[config.mk]
export PLATFORM = sky130hd
export DESIGN_NAME = seq_game_core_flat
export DESIGN_NICKNAME = d
export VERILOG_FILES = /design/src/rtl/seq_game_core_if.sv /design/src/rtl/seq_game_core.sv /design/src/flat_wrapper.sv
export SDC_FILE = /design/constraint.sdc
export NUM_CORES = 1
export LEC_CHECK = 0
export ABC_AREA = 1
export BUFFER_PORTS_ARGS = -buffer_cell sky130_fd_sc_hd__buf_2
export CORE_ASPECT_RATIO = 1.5
export CORE_MARGIN = 2
export CORE_UTILIZATION = 40
export DETAILED_ROUTE_END_ITERATION = 6
export HOLD_SLACK_MARGIN = 0.15
export MAX_ROUTING_LAYER = met4
export RECOVER_POWER = 100
export SETUP_SLACK_MARGIN = 0.5
export SYNTH_ARGS = -nofsm -noshare
export SYNTH_HDL_FRONTEND = slang
export SYNTH_SLANG_ARGS = --single-unit
[constraint.sdc]
create_clock -name clock -period 2.87 [get_ports clock]
set_input_delay 0.1435 -clock clock [delete_from_list [all_inputs] [get_ports clock]]
set_output_delay 0.1435 -clock clock [all_outputs]
set_load 0.02 [all_outputs]
[src/rtl/seq_game_core_if.sv]
// Player-side bundle of the Simon-style game engine: controls and buttons in,
// note display, status, score and debug taps out.
interface seq_game_core_if #(
   parameter int N_BTN   = 7,
   parameter int MAX_SEQ = 16,
   parameter int SCORE_W = 8
);
   localparam int IDX_W = $clog2(N_BTN);
   localparam int CNT_W = $clog2(MAX_SEQ);

   logic               jogar;
   logic               treinamento;
   logic [N_BTN-1:0]   botoes;
   logic [N_BTN-1:0]   leds;
   logic               pronto;
   logic               acertou;
   logic               errou;
   logic               nota_valida;
   logic [IDX_W-1:0]   nota_idx;
   logic [SCORE_W-1:0] pontos;
   logic [2:0]         vidas;
   logic [4:0]         db_estado;
   logic [CNT_W-1:0]   db_limite;
   logic [CNT_W-1:0]   db_contagem;
   logic               db_timeout;

   modport master (
      output jogar, treinamento, botoes,
      input  leds, pronto, acertou, errou, nota_valida, nota_idx, pontos, vidas,
             db_estado, db_limite, db_contagem, db_timeout
   );

   modport slave (
      input  jogar, treinamento, botoes,
      output leds, pronto, acertou, errou, nota_valida, nota_idx, pontos, vidas,
             db_estado, db_limite, db_contagem, db_timeout
   );
endinterface

[src/rtl/seq_game_core.sv]
// Simon-style game engine: replays an LFSR note sequence, checks presses,
// keeps score and lives, with a training mode that never ends in defeat.
module seq_game_core #(
   parameter int N_BTN       = 7,
   parameter int MAX_SEQ     = 16,
   parameter int SHOW_CYC    = 50,
   parameter int GAP_CYC     = 25,
   parameter int TIMEOUT_CYC = 5000,
   parameter int LIVES       = 3,
   parameter int SCORE_W     = 8,
   parameter int HIT_PTS     = 1,
   parameter int ROUND_PTS   = 5
) (
   input logic            clock,
   input logic            reset,
   seq_game_core_if.slave gif
);
   localparam int IDX_W = $clog2(N_BTN);
   localparam int CNT_W = $clog2(MAX_SEQ);
   localparam int TIM_W = $clog2(TIMEOUT_CYC + SHOW_CYC + GAP_CYC + 1);

   typedef enum logic [4:0] {
      INICIAL     = 5'd0,
      PREPARA     = 5'd1,
      MOSTRA      = 5'd2,
      INTERVALO   = 5'd3,
      ESPERA      = 5'd4,
      PROXIMA     = 5'd5,
      ERRO_RODADA = 5'd6,
      FIM_ACERTO  = 5'd7,
      FIM_ERRO    = 5'd8
   } state_t;

   function automatic logic [15:0] lfsr_step(input logic [15:0] v);
      lfsr_step = {1'b0, v[15:1]} ^ (v[0] ? 16'hB400 : 16'h0000);
   endfunction

   function automatic logic [IDX_W-1:0] note_of(input logic [IDX_W-1:0] low);
      logic [IDX_W:0] raw;
      raw = {1'b0, low};
      if (raw >= (IDX_W+1)'(N_BTN)) begin
         raw = raw - (IDX_W+1)'(N_BTN);
      end else begin
         raw = raw;
      end
      note_of = raw[IDX_W-1:0];
   endfunction

   function automatic logic [N_BTN-1:0] onehot(input logic [IDX_W-1:0] idx);
      onehot = N_BTN'(1) << idx;
   endfunction

   function automatic logic [SCORE_W-1:0] sat_add(input logic [SCORE_W-1:0] a, input int pts);
      logic [SCORE_W:0] s;
      s = {1'b0, a} + (SCORE_W+1)'(pts);
      sat_add = s[SCORE_W] ? {SCORE_W{1'b1}} : s[SCORE_W-1:0];
   endfunction

   state_t             state_r, state_s;
   logic [15:0]        lfsr_r, seed_r, seed_s, replay_r, replay_s;
   logic               train_r, train_s, jogar_prev_r;
   logic [N_BTN-1:0]   botoes_prev_r;
   logic [TIM_W-1:0]   cyc_r, cyc_s;
   logic [CNT_W-1:0]   contagem_r, contagem_s, limite_r, limite_s;
   logic [SCORE_W-1:0] pontos_r, pontos_s;
   logic [2:0]         vidas_r, vidas_s;
   logic               timeout_s, timeout_r;
   logic [N_BTN-1:0]   leds_r, leds_s;
   logic               nota_valida_r, nota_valida_s;
   logic [IDX_W-1:0]   nota_idx_r, nota_idx_s;
   logic               pronto_r, pronto_s, acertou_r, acertou_s, errou_r, errou_s;

   logic jogar_edge_s, press_s, hit_s;
   assign jogar_edge_s = gif.jogar & ~jogar_prev_r;
   assign press_s      = (|gif.botoes) & ~(|botoes_prev_r);
   assign hit_s        = (gif.botoes == onehot(note_of(replay_r[IDX_W-1:0])));

   // State, datapath and output registers
   always_ff @(posedge clock or posedge reset) begin
      if (reset) begin
         state_r       <= INICIAL;
         lfsr_r        <= 16'hACE1;
         seed_r        <= 16'h0000;
         replay_r      <= 16'h0000;
         train_r       <= 1'b0;
         jogar_prev_r  <= 1'b0;
         botoes_prev_r <= '0;
         cyc_r         <= '0;
         contagem_r    <= '0;
         limite_r      <= '0;
         pontos_r      <= '0;
         vidas_r       <= 3'(LIVES);
         timeout_r     <= 1'b0;
         leds_r        <= '0;
         nota_valida_r <= 1'b0;
         nota_idx_r    <= '0;
         pronto_r      <= 1'b0;
         acertou_r     <= 1'b0;
         errou_r       <= 1'b0;
      end else begin
         state_r       <= state_s;
         lfsr_r        <= lfsr_step(lfsr_r);
         seed_r        <= seed_s;
         replay_r      <= replay_s;
         train_r       <= train_s;
         jogar_prev_r  <= gif.jogar;
         botoes_prev_r <= gif.botoes;
         cyc_r         <= cyc_s;
         contagem_r    <= contagem_s;
         limite_r      <= limite_s;
         pontos_r      <= pontos_s;
         vidas_r       <= vidas_s;
         timeout_r     <= timeout_s;
         leds_r        <= leds_s;
         nota_valida_r <= nota_valida_s;
         nota_idx_r    <= nota_idx_s;
         pronto_r      <= pronto_s;
         acertou_r     <= acertou_s;
         errou_r       <= errou_s;
      end
   end

   // Next state and datapath updates
   always_comb begin
      state_s    = state_r;
      seed_s     = seed_r;
      replay_s   = replay_r;
      train_s    = train_r;
      cyc_s      = cyc_r + TIM_W'(1);
      contagem_s = contagem_r;
      limite_s   = limite_r;
      pontos_s   = pontos_r;
      vidas_s    = vidas_r;
      timeout_s  = 1'b0;
      case (state_r)
         INICIAL, FIM_ACERTO, FIM_ERRO: begin
            cyc_s = '0;
            if (jogar_edge_s) begin
               state_s  = PREPARA;
               pontos_s = '0;
               vidas_s  = 3'(LIVES);
               limite_s = '0;
               seed_s   = lfsr_r;
               train_s  = gif.treinamento;
            end else begin
               state_s = state_r;
            end
         end
         PREPARA: begin
            contagem_s = '0;
            replay_s   = seed_r;
            cyc_s      = '0;
            state_s    = MOSTRA;
         end
         MOSTRA: begin
            if (cyc_r == TIM_W'(SHOW_CYC - 1)) begin
               cyc_s   = '0;
               state_s = INTERVALO;
            end else begin
               state_s = MOSTRA;
            end
         end
         INTERVALO: begin
            if (cyc_r == TIM_W'(GAP_CYC - 1)) begin
               cyc_s = '0;
               if (contagem_r < limite_r) begin
                  contagem_s = contagem_r + CNT_W'(1);
                  replay_s   = lfsr_step(replay_r);
                  state_s    = MOSTRA;
               end else begin
                  contagem_s = '0;
                  replay_s   = seed_r;
                  state_s    = ESPERA;
               end
            end else begin
               state_s = INTERVALO;
            end
         end
         ESPERA: begin
            // A press in the timeout cycle wins over the timeout
            if (press_s) begin
               if (hit_s) begin
                  pontos_s = train_r ? pontos_r : sat_add(pontos_r, HIT_PTS);
                  if (contagem_r < limite_r) begin
                     contagem_s = contagem_r + CNT_W'(1);
                     replay_s   = lfsr_step(replay_r);
                     cyc_s      = '0;
                     state_s    = ESPERA;
                  end else begin
                     state_s = PROXIMA;
                  end
               end else begin
                  state_s = ERRO_RODADA;
               end
            end else if (cyc_r == TIM_W'(TIMEOUT_CYC - 1)) begin
               timeout_s = 1'b1;
               state_s   = ERRO_RODADA;
            end else begin
               state_s = ESPERA;
            end
         end
         PROXIMA: begin
            pontos_s = train_r ? pontos_r : sat_add(pontos_r, ROUND_PTS);
            if (limite_r == CNT_W'(MAX_SEQ - 1)) begin
               state_s = FIM_ACERTO;
            end else begin
               limite_s = limite_r + CNT_W'(1);
               state_s  = PREPARA;
            end
         end
         ERRO_RODADA: begin
            if (train_r) begin
               state_s = PREPARA;
            end else begin
               vidas_s = vidas_r - 3'd1;
               state_s = (vidas_r == 3'd1) ? FIM_ERRO : PREPARA;
            end
         end
         default: begin
            state_s = INICIAL;
         end
      endcase
   end

   // Outputs decoded from the upcoming state so they register in step with it
   always_comb begin
      leds_s        = '0;
      nota_valida_s = 1'b0;
      nota_idx_s    = nota_idx_r;
      case (state_s)
         MOSTRA: begin
            leds_s        = onehot(note_of(replay_s[IDX_W-1:0]));
            nota_idx_s    = note_of(replay_s[IDX_W-1:0]);
            nota_valida_s = (state_r != MOSTRA);
         end
         ESPERA: begin
            leds_s = gif.botoes;
         end
         default: begin
            leds_s = '0;
         end
      endcase
      acertou_s = (state_s == FIM_ACERTO);
      errou_s   = (state_s == FIM_ERRO);
      pronto_s  = acertou_s | errou_s;
   end

   assign gif.leds        = leds_r;
   assign gif.pronto      = pronto_r;
   assign gif.acertou     = acertou_r;
   assign gif.errou       = errou_r;
   assign gif.nota_valida = nota_valida_r;
   assign gif.nota_idx    = nota_idx_r;
   assign gif.pontos      = pontos_r;
   assign gif.vidas       = vidas_r;
   assign gif.db_estado   = state_r;
   assign gif.db_limite   = limite_r;
   assign gif.db_contagem = contagem_r;
   assign gif.db_timeout  = timeout_r;
endmodule

[src/flat_wrapper.sv]
// flat-port wrapper written by rule: the top's interface ports become plain ports
module seq_game_core_flat 
#(
   parameter int N_BTN       = 7,
   parameter int MAX_SEQ     = 16,
   parameter int SHOW_CYC    = 50,
   parameter int GAP_CYC     = 25,
   parameter int TIMEOUT_CYC = 5000,
   parameter int LIVES       = 3,
   parameter int SCORE_W     = 8,
   parameter int HIT_PTS     = 1,
   parameter int ROUND_PTS   = 5
)
  (clock, reset, gif_jogar, gif_treinamento, gif_botoes, gif_leds, gif_pronto, gif_acertou, gif_errou, gif_nota_valida, gif_nota_idx, gif_pontos, gif_vidas, gif_db_estado, gif_db_limite, gif_db_contagem, gif_db_timeout);
  seq_game_core_if #(.N_BTN(N_BTN), .MAX_SEQ(MAX_SEQ), .SCORE_W(SCORE_W)) gif_i ();
  input logic clock;
  input logic reset;
  input wire logic [$bits(gif_i.jogar)-1:0] gif_jogar;
  input wire logic [$bits(gif_i.treinamento)-1:0] gif_treinamento;
  input wire logic [$bits(gif_i.botoes)-1:0] gif_botoes;
  output wire logic [$bits(gif_i.leds)-1:0] gif_leds;
  output wire logic [$bits(gif_i.pronto)-1:0] gif_pronto;
  output wire logic [$bits(gif_i.acertou)-1:0] gif_acertou;
  output wire logic [$bits(gif_i.errou)-1:0] gif_errou;
  output wire logic [$bits(gif_i.nota_valida)-1:0] gif_nota_valida;
  output wire logic [$bits(gif_i.nota_idx)-1:0] gif_nota_idx;
  output wire logic [$bits(gif_i.pontos)-1:0] gif_pontos;
  output wire logic [$bits(gif_i.vidas)-1:0] gif_vidas;
  output wire logic [$bits(gif_i.db_estado)-1:0] gif_db_estado;
  output wire logic [$bits(gif_i.db_limite)-1:0] gif_db_limite;
  output wire logic [$bits(gif_i.db_contagem)-1:0] gif_db_contagem;
  output wire logic [$bits(gif_i.db_timeout)-1:0] gif_db_timeout;
  assign gif_i.jogar = gif_jogar;
  assign gif_i.treinamento = gif_treinamento;
  assign gif_i.botoes = gif_botoes;
  assign gif_leds = gif_i.leds;
  assign gif_pronto = gif_i.pronto;
  assign gif_acertou = gif_i.acertou;
  assign gif_errou = gif_i.errou;
  assign gif_nota_valida = gif_i.nota_valida;
  assign gif_nota_idx = gif_i.nota_idx;
  assign gif_pontos = gif_i.pontos;
  assign gif_vidas = gif_i.vidas;
  assign gif_db_estado = gif_i.db_estado;
  assign gif_db_limite = gif_i.db_limite;
  assign gif_db_contagem = gif_i.db_contagem;
  assign gif_db_timeout = gif_i.db_timeout;
  seq_game_core #(.N_BTN(N_BTN), .MAX_SEQ(MAX_SEQ), .SHOW_CYC(SHOW_CYC), .GAP_CYC(GAP_CYC), .TIMEOUT_CYC(TIMEOUT_CYC), .LIVES(LIVES), .SCORE_W(SCORE_W), .HIT_PTS(HIT_PTS), .ROUND_PTS(ROUND_PTS)) u_core (.clock(clock), .reset(reset), .gif(gif_i));
endmodule
==> reports/qor.csv, run 1 <==
metric,value,unit
run_status,"complete, but fails checks",
violations,"capacitance limit, slew limit, setup timing",
avgSynthCellArea,8.05,um^2
path_class,flop to flop,
dp_slack,-0.169,ns
post-place-cells,970,
portBuffers,49,
vias_per_cell,5.04,
crit_arrival,3.30,ns
synth-seq-area-share,48.1,%
synth_top_family_by_area,simple AND/OR/NAND/NOR gates,
hold_class,primary input to async pin,
antenna_found_initial,0,
diodes,0,
finalNonFillerCells,1016,
ant_nets,0,
die_x,101,um
grt_max_degree,73,
firstDrtPassIters,5,
ys_ff_latch,109,
synth_fp_nets,735,
relSlewSlack,-18.2,%
routedWlPerCell,14.7,um
clock-sinks,109,
ir_worst_vdd,0.000393,V
dpl_cell_area,6480,um^2
path_clk_slew,0.07,ns
cts_tree,yes,
place_congestion,0.922,
core,14000,um^2
max_freq,0.332,GHz
first_iter_violations,252,
finalHoldViolCount,0,
totalWireLength,15.0,mm
worst-endpoint-required,3.15,ns
yosysTopAreaCell,dfrtp_1,
synth_adder_area_share,3.74,%
rsz0062_at_grt,yes,
die_y,150,um
power.density,845,nW/um^2
end_kind,flop,
postSynthCellCount,707,
yosysMostFrequentCell,nand2_1,
slowest_stage,dfrtp_1,
synth_top_cell_area_share,43.5,%
ios,50,
cp-start-kind,flop,
synth.distinct_cells,44,
finalSetupViolations,10,
crit_top_cell,nand2_1,
finalCritPeriodShare,105,%
grt_pass1_wl,24.1,mm
vias,5122,
yosys_warnings,0,
cp_slowest_stage_delay,0.41,ns
grt_usage,20.3,%
synthTopCellsByCount,"nand2_1, dfrtp_1, inv_1, nor2_1, nand3_1",
fp-row-count,53,
leakage,0.00341,uW
syn2layout_area_growth,29.4,%
synth-edff-count,0,
final_area,7370,um^2
grt_pass1_vias,5134,
synth_xor_area_share,2.46,%
synth.area.mux_share,0,%
postSynth.asyncResetShare,100,%
synth_area_leaders,"dfrtp_1, nand2_1, inv_1, nor2_1, dfstp_2",
drv_slew,105,
globalRoute.totalOverflow,0,
worst_hold_slack,0.289,ns
place.detailed.hpwl,10.4,mm
worst-r2r-cell-count,24,
drive_above_1_share,20.5,%
worst_slack,-0.141,ns
nNetsFinal,847,
initial_core_util,40.7,%
crit_chain,ha_2 > ha_4 > inv_2 > nand3_4 > nand2_4 > nand2_1 > nand2_1 > nand2_1 > inv_2 > nand3_2 > nor2_4 > nand3_1 > nor2_1 > nor2_1 > nand2_2 > a21oi_4 > ha_4 > ha_4 > o21bai_4 > nand2_2 > nand2_2 > nor2_4 > nand2_1 > nand2_1,
synth_compound_area_share,10.8,%
die_area,15200,um^2
yosys.area_share.simple,27.4,%
ys.flop_type,dfrtp_1,
skew,0.00893,ns
clock_latency,0.34,ns
fill_cells,1313,
power,6220,uW
path_max_fanout,8,
route.detailed.drc,0,
cts_buffers,9,
finalCriticalPeriod,3.01,ns
syn_area,5690,um^2
tightestPinTransition,1.77,ns
clockBufferDepth,2,
drv_cap,2,
htreeDepth,3,
cts_root_buf,clkbuf_16,
[final cells by class]
cell class	count	area, um^2	share of cell area, %
Tap cell	192	240	3.26
Timing Repair inverter	1	7.51	0.102
Clock buffer	11	243	3.30
Clock inverter	5	35.0	0.476
Sequential cell	109	2740	37.2
Inverter	96	393	5.33
Multi-Input combinational cell	490	2940	39.9
Timing Repair Buffer	112	771	10.5
[worst paths after layout]
| path | startpoint | endpoint | slack, ns |
|---|---|---|---|
| max | u_core.replay_r[0] | u_core.gif.leds[0] | -0.14 |
| min | reset | u_core.gif.vidas[2] | 0.29 |
| max reg2reg | u_core.replay_r[0] | u_core.gif.leds[0] | -0.14 |
| min reg2reg | u_core.lfsr_r[7] | u_core.lfsr_r[6] | 0.38 |
| max in group asynchronous | reset | u_core.botoes_prev_r[3] | 0.60 |
| min in group clock | u_core.lfsr_r[7] | u_core.lfsr_r[6] | 0.38 |
[registers in the layout, indices dropped and copies added, names as in the netlist, 4 cells and up]
signal	flops
u_core.botoes_prev_r	7
u_core.cyc_r	13
u_core.gif.db_contagem	4
u_core.gif.db_estado	5
u_core.gif.db_limite	4
u_core.gif.leds	7
u_core.gif.pontos	8
u_core.lfsr_r	16
u_core.replay_r	16
u_core.seed_r	16
[cells in the final DEF, fill, tap and decap left out, types with 4 or more instances in the layout]
cell,n
a21oi_1,23
a21oi_2,13
a21oi_4,5
a31oi_1,9
buf_2,4
buf_4,34
buf_6,8
clkbuf_1,49
clkbuf_16,11
dfrtp_1,99
dfstp_1,5
dfstp_2,5
dlygate4sd3_1,10
ha_1,13
inv_1,83
inv_2,5
nand2_1,143
nand2_2,17
nand2_4,5
nand3_1,41
nand3_2,5
nand3_4,6
nand4_1,14
nor2_1,81
nor2_2,6
nor2_4,6
nor3_1,12
o21ai_0,31
o21ai_1,7
o31ai_1,4
xor2_1,12
[cell families after synthesis]
logic type,after synthesis
buffers and inverters,109
and+or+nand+nor,350
other,1
xor gates and xnor gates,16
DFF,109
adders and majority gates,17
AOI/OAI and AO/OA,105
[power breakdown]
| group | leakage (uW) | internal (uW) | switching (uW) | total (uW) |
|---|---|---|---|---|
| Clock | 0.000136 | 617 | 562 | 1180 |
| Sequential | 0.00141 | 1800 | 232 | 2030 |
| Combinational | 0.00187 | 1140 | 1870 | 3010 |
| Total | 0.00341 | 3560 | 2660 | 6220 |
[stage by stage]
| step | util, % | TNS [ns] |
|---|---|---|
| global route | 52.6 | -3.30 |
| floorplan | - | 0 |
| global placement | 46.3 | -0.724 |
| finish | 52.6 | -0.994 |
| detailed placement | 46.3 | -1.43 |
| CTS | 50.1 | -1.17 |
[critical path, delay by kind of cell, from the launching register on]
kind | cells | cell delay, ns
compound gates | 2 | 0.27
fa+ha+maj | 4 | 0.78
buf+inv | 2 | 0.11
flops | 1 | 0.41
simple gates | 16 | 1.38
[repair_timing]
item / 4_1_cts / 5_1_grt
setup buffers: 3 / 12
gates resized for setup: 34 / 67
endpoints found under the hold margin: 117 / 0
hold buffers: 10 / 0
pin swaps: 23 / 18
cloned: 1 / 4
setup endpoints to repair: 52 / 56
[per-layer routing]
layer,up-vias,part of all wire [%],track usage [%]
li1,2517,-,-
met1,2496,39,22.1
met2,82,56,37.2
met3,27,1.9,2.55
met4,0,3.1,7.64
met5,-,0,-
Power figures use the tool's default switching activity.
==> run 2, diff against run 1 <==
ABC_AREA = 0   (was 1)
CORE_MARGIN = default   (was 2)
==> reports/qor.csv, run 2 <==
metric,value,unit,change
run_status,"complete, but fails checks",,unchanged
violations,setup timing,,"was capacitance limit, slew limit, setup timing"
reg_top3,"u_core.lfsr_r (16), u_core.replay_r (16), u_core.seed_r (16)",,unchanged
crit_chain,ha_2 > ha_4 > and3b_1 > buf_4 > nor2_2 > nor3_1 > a211oi_1 > or4_4 > buf_4 > a21oi_4 > a2bb2oi_4 > ha_4 > mux2i_2 > and2_1 > o21ai_2 > o211a_1 > a32o_2,,was ha_2 > ha_4 > inv_2 > nand3_4 > nand2_4 > nand2_1 > nand2_1 > nand2_1 > inv_2 > nand3_2 > nor2_4 > nand3_1 > nor2_1 > nor2_1 > nand2_2 > a21oi_4 > ha_4 > ha_4 > o21bai_4 > nand2_2 > nand2_2 > nor2_4 > nand2_1 > nand2_1
fill_cells,1236,,was 1313
postSynth.asyncResetShare,100,%,unchanged
crit_family,simple AND/OR/NAND/NOR gates,,unchanged
end_kind,flop,,unchanged
finalSetupViolations,45,,was 10
finalHoldViolCount,0,,unchanged
grt_pass1_vias,5245,,was 5134
vias_per_cell,5.48,,was 5.04
grt_pass1_wl,25.1,mm,was 24.1 mm
syn_area,5620,um^2,was 5690 um^2
worst-endpoint-required,3.11,ns,was 3.15 ns
totalWireLength,15.2,mm,was 15.0 mm
postSynthCellCount,574,,was 707
crit_arrival,4.23,ns,was 3.30 ns
synth_fp_nets,602,,was 735
rsz0062_at_grt,yes,,unchanged
slowest_stage,or4_4,,was dfrtp_1
core,13600,um^2,was 14000 um^2
cts_root_buf,clkbuf_16,,unchanged
ys.flop_type,dfrtp_1,,unchanged
p_seq_share,32.3,%,was 32.6%
path_max_fanout,5,,was 8
skew,0.00925,ns,was 0.00893 ns
grt_max_degree,35,,was 73
synth.distinct_cells,76,,was 44
swShare,36.8,%,was 42.8%
die_y,147,um,was 150 um
routedWlPerCell,16.5,um,was 14.7 um
vias,5051,,was 5122
clock_latency,0.35,ns,was 0.34 ns
ios,50,,unchanged
hold_class,primary input to flop,,was primary input to async pin
combPwrFrac,45.6,%,was 48.4%
p_sw,1990,uW,was 2660 uW
intPower,3420,uW,was 3560 uW
power.density,713,nW/um^2,was 845 nW/um^2
yosys_warnings,0,,unchanged
grt_usage,22.6,%,was 20.3%
worst_slack,-1.12,ns,was -0.141 ns
tightestPinTransition,1.19,ns,was 1.77 ns
fp-row-count,52,,was 53
dpl_cell_area,6890,um^2,was 6480 um^2
die_x,98.8,um,was 101 um
globalRoute.totalOverflow,0,,unchanged
drv_cap,0,,was 2
htreeDepth,3,,unchanged
finalCriticalPeriod,3.99,ns,was 3.01 ns
path_clk_slew,0.07,ns,about the same
p_clk_share,22.1,%,was 18.9%
avgSynthCellArea,9.79,um^2,was 8.05 um^2
path_class,flop to flop,,unchanged
synth_top_cell_area_share,44.1,%,was 43.5%
initial_core_util,41.3,%,was 40.7%
layout_common_cells,"dfrtp_1, buf_4, nand2_1",,"was nand2_1, dfrtp_1, inv_1"
synth-seq-area-share,48.8,%,was 48.1%
cts_buffers,9,,unchanged
portBuffers,49,,unchanged
drive_above_1_share,27.5,%,was 20.5%
syn2layout_area_growth,35.1,%,was 29.4%
nNetsFinal,783,,was 847
critPathBufInv,2,,unchanged
final_common_cell,dfrtp_1,,was nand2_1
cp-start-kind,flop,,unchanged
ant_nets,0,,unchanged
ir_worst_vdd,0.000377,V,was 0.000393 V
synthTopCellsByCount,"dfrtp_1, nand2_1, nor2_1, inv_1, o21ai_0",,"was nand2_1, dfrtp_1, inv_1, nor2_1, nand3_1"
cts_tree,yes,,unchanged
yosysTopAreaCell,dfrtp_1,,unchanged
route.detailed.drc,0,,unchanged
die_area,14500,um^2,was 15200 um^2
finalCritPeriodShare,139,%,was 105%
max_freq,0.251,GHz,was 0.332 GHz
diodes,0,,unchanged
ys_ff_latch,109,,unchanged
leakage,0.00362,uW,was 0.00341 uW
final_area,7590,um^2,was 7370 um^2
antenna_found_initial,0,,unchanged
tns,-21.38,ns,was -0.994 ns
place.detailed.hpwl,10.7,mm,was 10.4 mm
clockBufferDepth,2,,unchanged
cp_slowest_stage_delay,0.60,ns,was 0.41 ns
relSlewSlack,20.0,%,was -18.2%
first_iter_violations,251,,was 252
place_congestion,0.907,,was 0.922
synth_area_leaders,"dfrtp_1, nand2_1, dfstp_2, ha_1, o21ai_0",,"was dfrtp_1, nand2_1, inv_1, nor2_1, dfstp_2"
drv_slew,0,,was 105
clock-sinks,109,,unchanged
synth-edff-count,0,,unchanged
firstDrtPassIters,6,,was 5
yosysMostFrequentCell,dfrtp_1,,was nand2_1
-- run 2: cell families (layout without fill, tap and decap cells) --
kind of cell,count (synthesis),after routing,synth area share (%)
simple gates,227,227,20.7
other cells,1,1,0.0668
flops,109,109,48.8
buf+inv,56,242,3.96
compound gates,131,131,17.3
mux,7,7,1.31
xor+xnor,26,26,4.05
fa+ha+maj,17,17,3.79
-- run 2: final cells by class --
cell class,count,area (um^2),area share [%]
flip-flops and latches,109,2740,36.1
clock inverters,6,46.3,0.610
repair buffers,192,1350,17.8
inverters,34,129,1.70
well taps,162,203,2.67
multi-input cells,409,2880,37.9
clock buffers,10,239,3.15
-- run 2: worst register-to-register path: cells and delay by family (launching register included) --
family / cells / cell delay, ns
buffers and inverters: 2 / 0.33
flip-flops: 1 / 0.40
AND/OR/NAND/NOR: 5 / 1.28
multiplexers: 1 / 0.23
adder cells (fa/ha/maj): 3 / 0.65
AO/OA/AOI/OAI: 6 / 0.98
-- run 2: stage by stage --
step / std cells / hold slack [ns] / setup slack, ns / utilization [%] / total power, uW
6_report: 922 / 0.282 / -1.12 / 55.8 / 5410
5_1_grt: 922 / 0.294 / -1.22 / 55.8 / 5720
4_1_cts: 915 / 0.160 / -1.03 / 55.6 / 5320
3_5_place_dp: 877 / 0.250 / -1.13 / 50.7 / 3840
3_3_place_gp: 877 / 0.239 / -0.953 / 50.7 / 3750
2_1_floorplan: 574 / 0.175 / -1.04 / - / 3100
-- run 2: repair_timing --
item,CTS,global route
setup buffers,7,6
hold buffers,10,0
gates cloned,5,1
hold endpoints to repair,30,0
gates resized for setup,42,19
pin swaps,22,6
setup endpoints to repair,54,57
-- run 2: per-layer routing --
metal | share of wire, % | track usage (%)
met3 | 2.6 | 3.04
met4 | 2.7 | 10.1
met2 | 55 | 40.5
met1 | 40 | 24.5
met5 | 0 | -
-- run 2: path summary, 6_finish.rpt --
check / startpoint / end / slack, ns / cells past startpoint
max: u_core.replay_r[0] / u_core.gif.leds[6] / -1.12 / 17
min: gif_botoes[4] / u_core.gif.leds[4] / 0.28 / 4
max reg2reg: u_core.replay_r[0] / u_core.gif.leds[6] / -1.12 / 17
min reg2reg: u_core.lfsr_r[6] / u_core.lfsr_r[5] / 0.37 / 0
max in group asynchronous: reset / u_core.gif.leds[6] / 0.74 / 4
min in group asynchronous: reset / u_core.lfsr_r[8] / 0.57 / 3
-- run 2: power by group through the flow --
stage          combinational, uW  clock [uW]  sequential, uW
2_1_floorplan               1230           0            1860
3_3_place_gp                1980           0            1770
3_5_place_dp                2070           0            1770
4_1_cts                     2340        1240            1740
5_1_grt                     2660        1300            1760
6_report                    2470        1200            1750
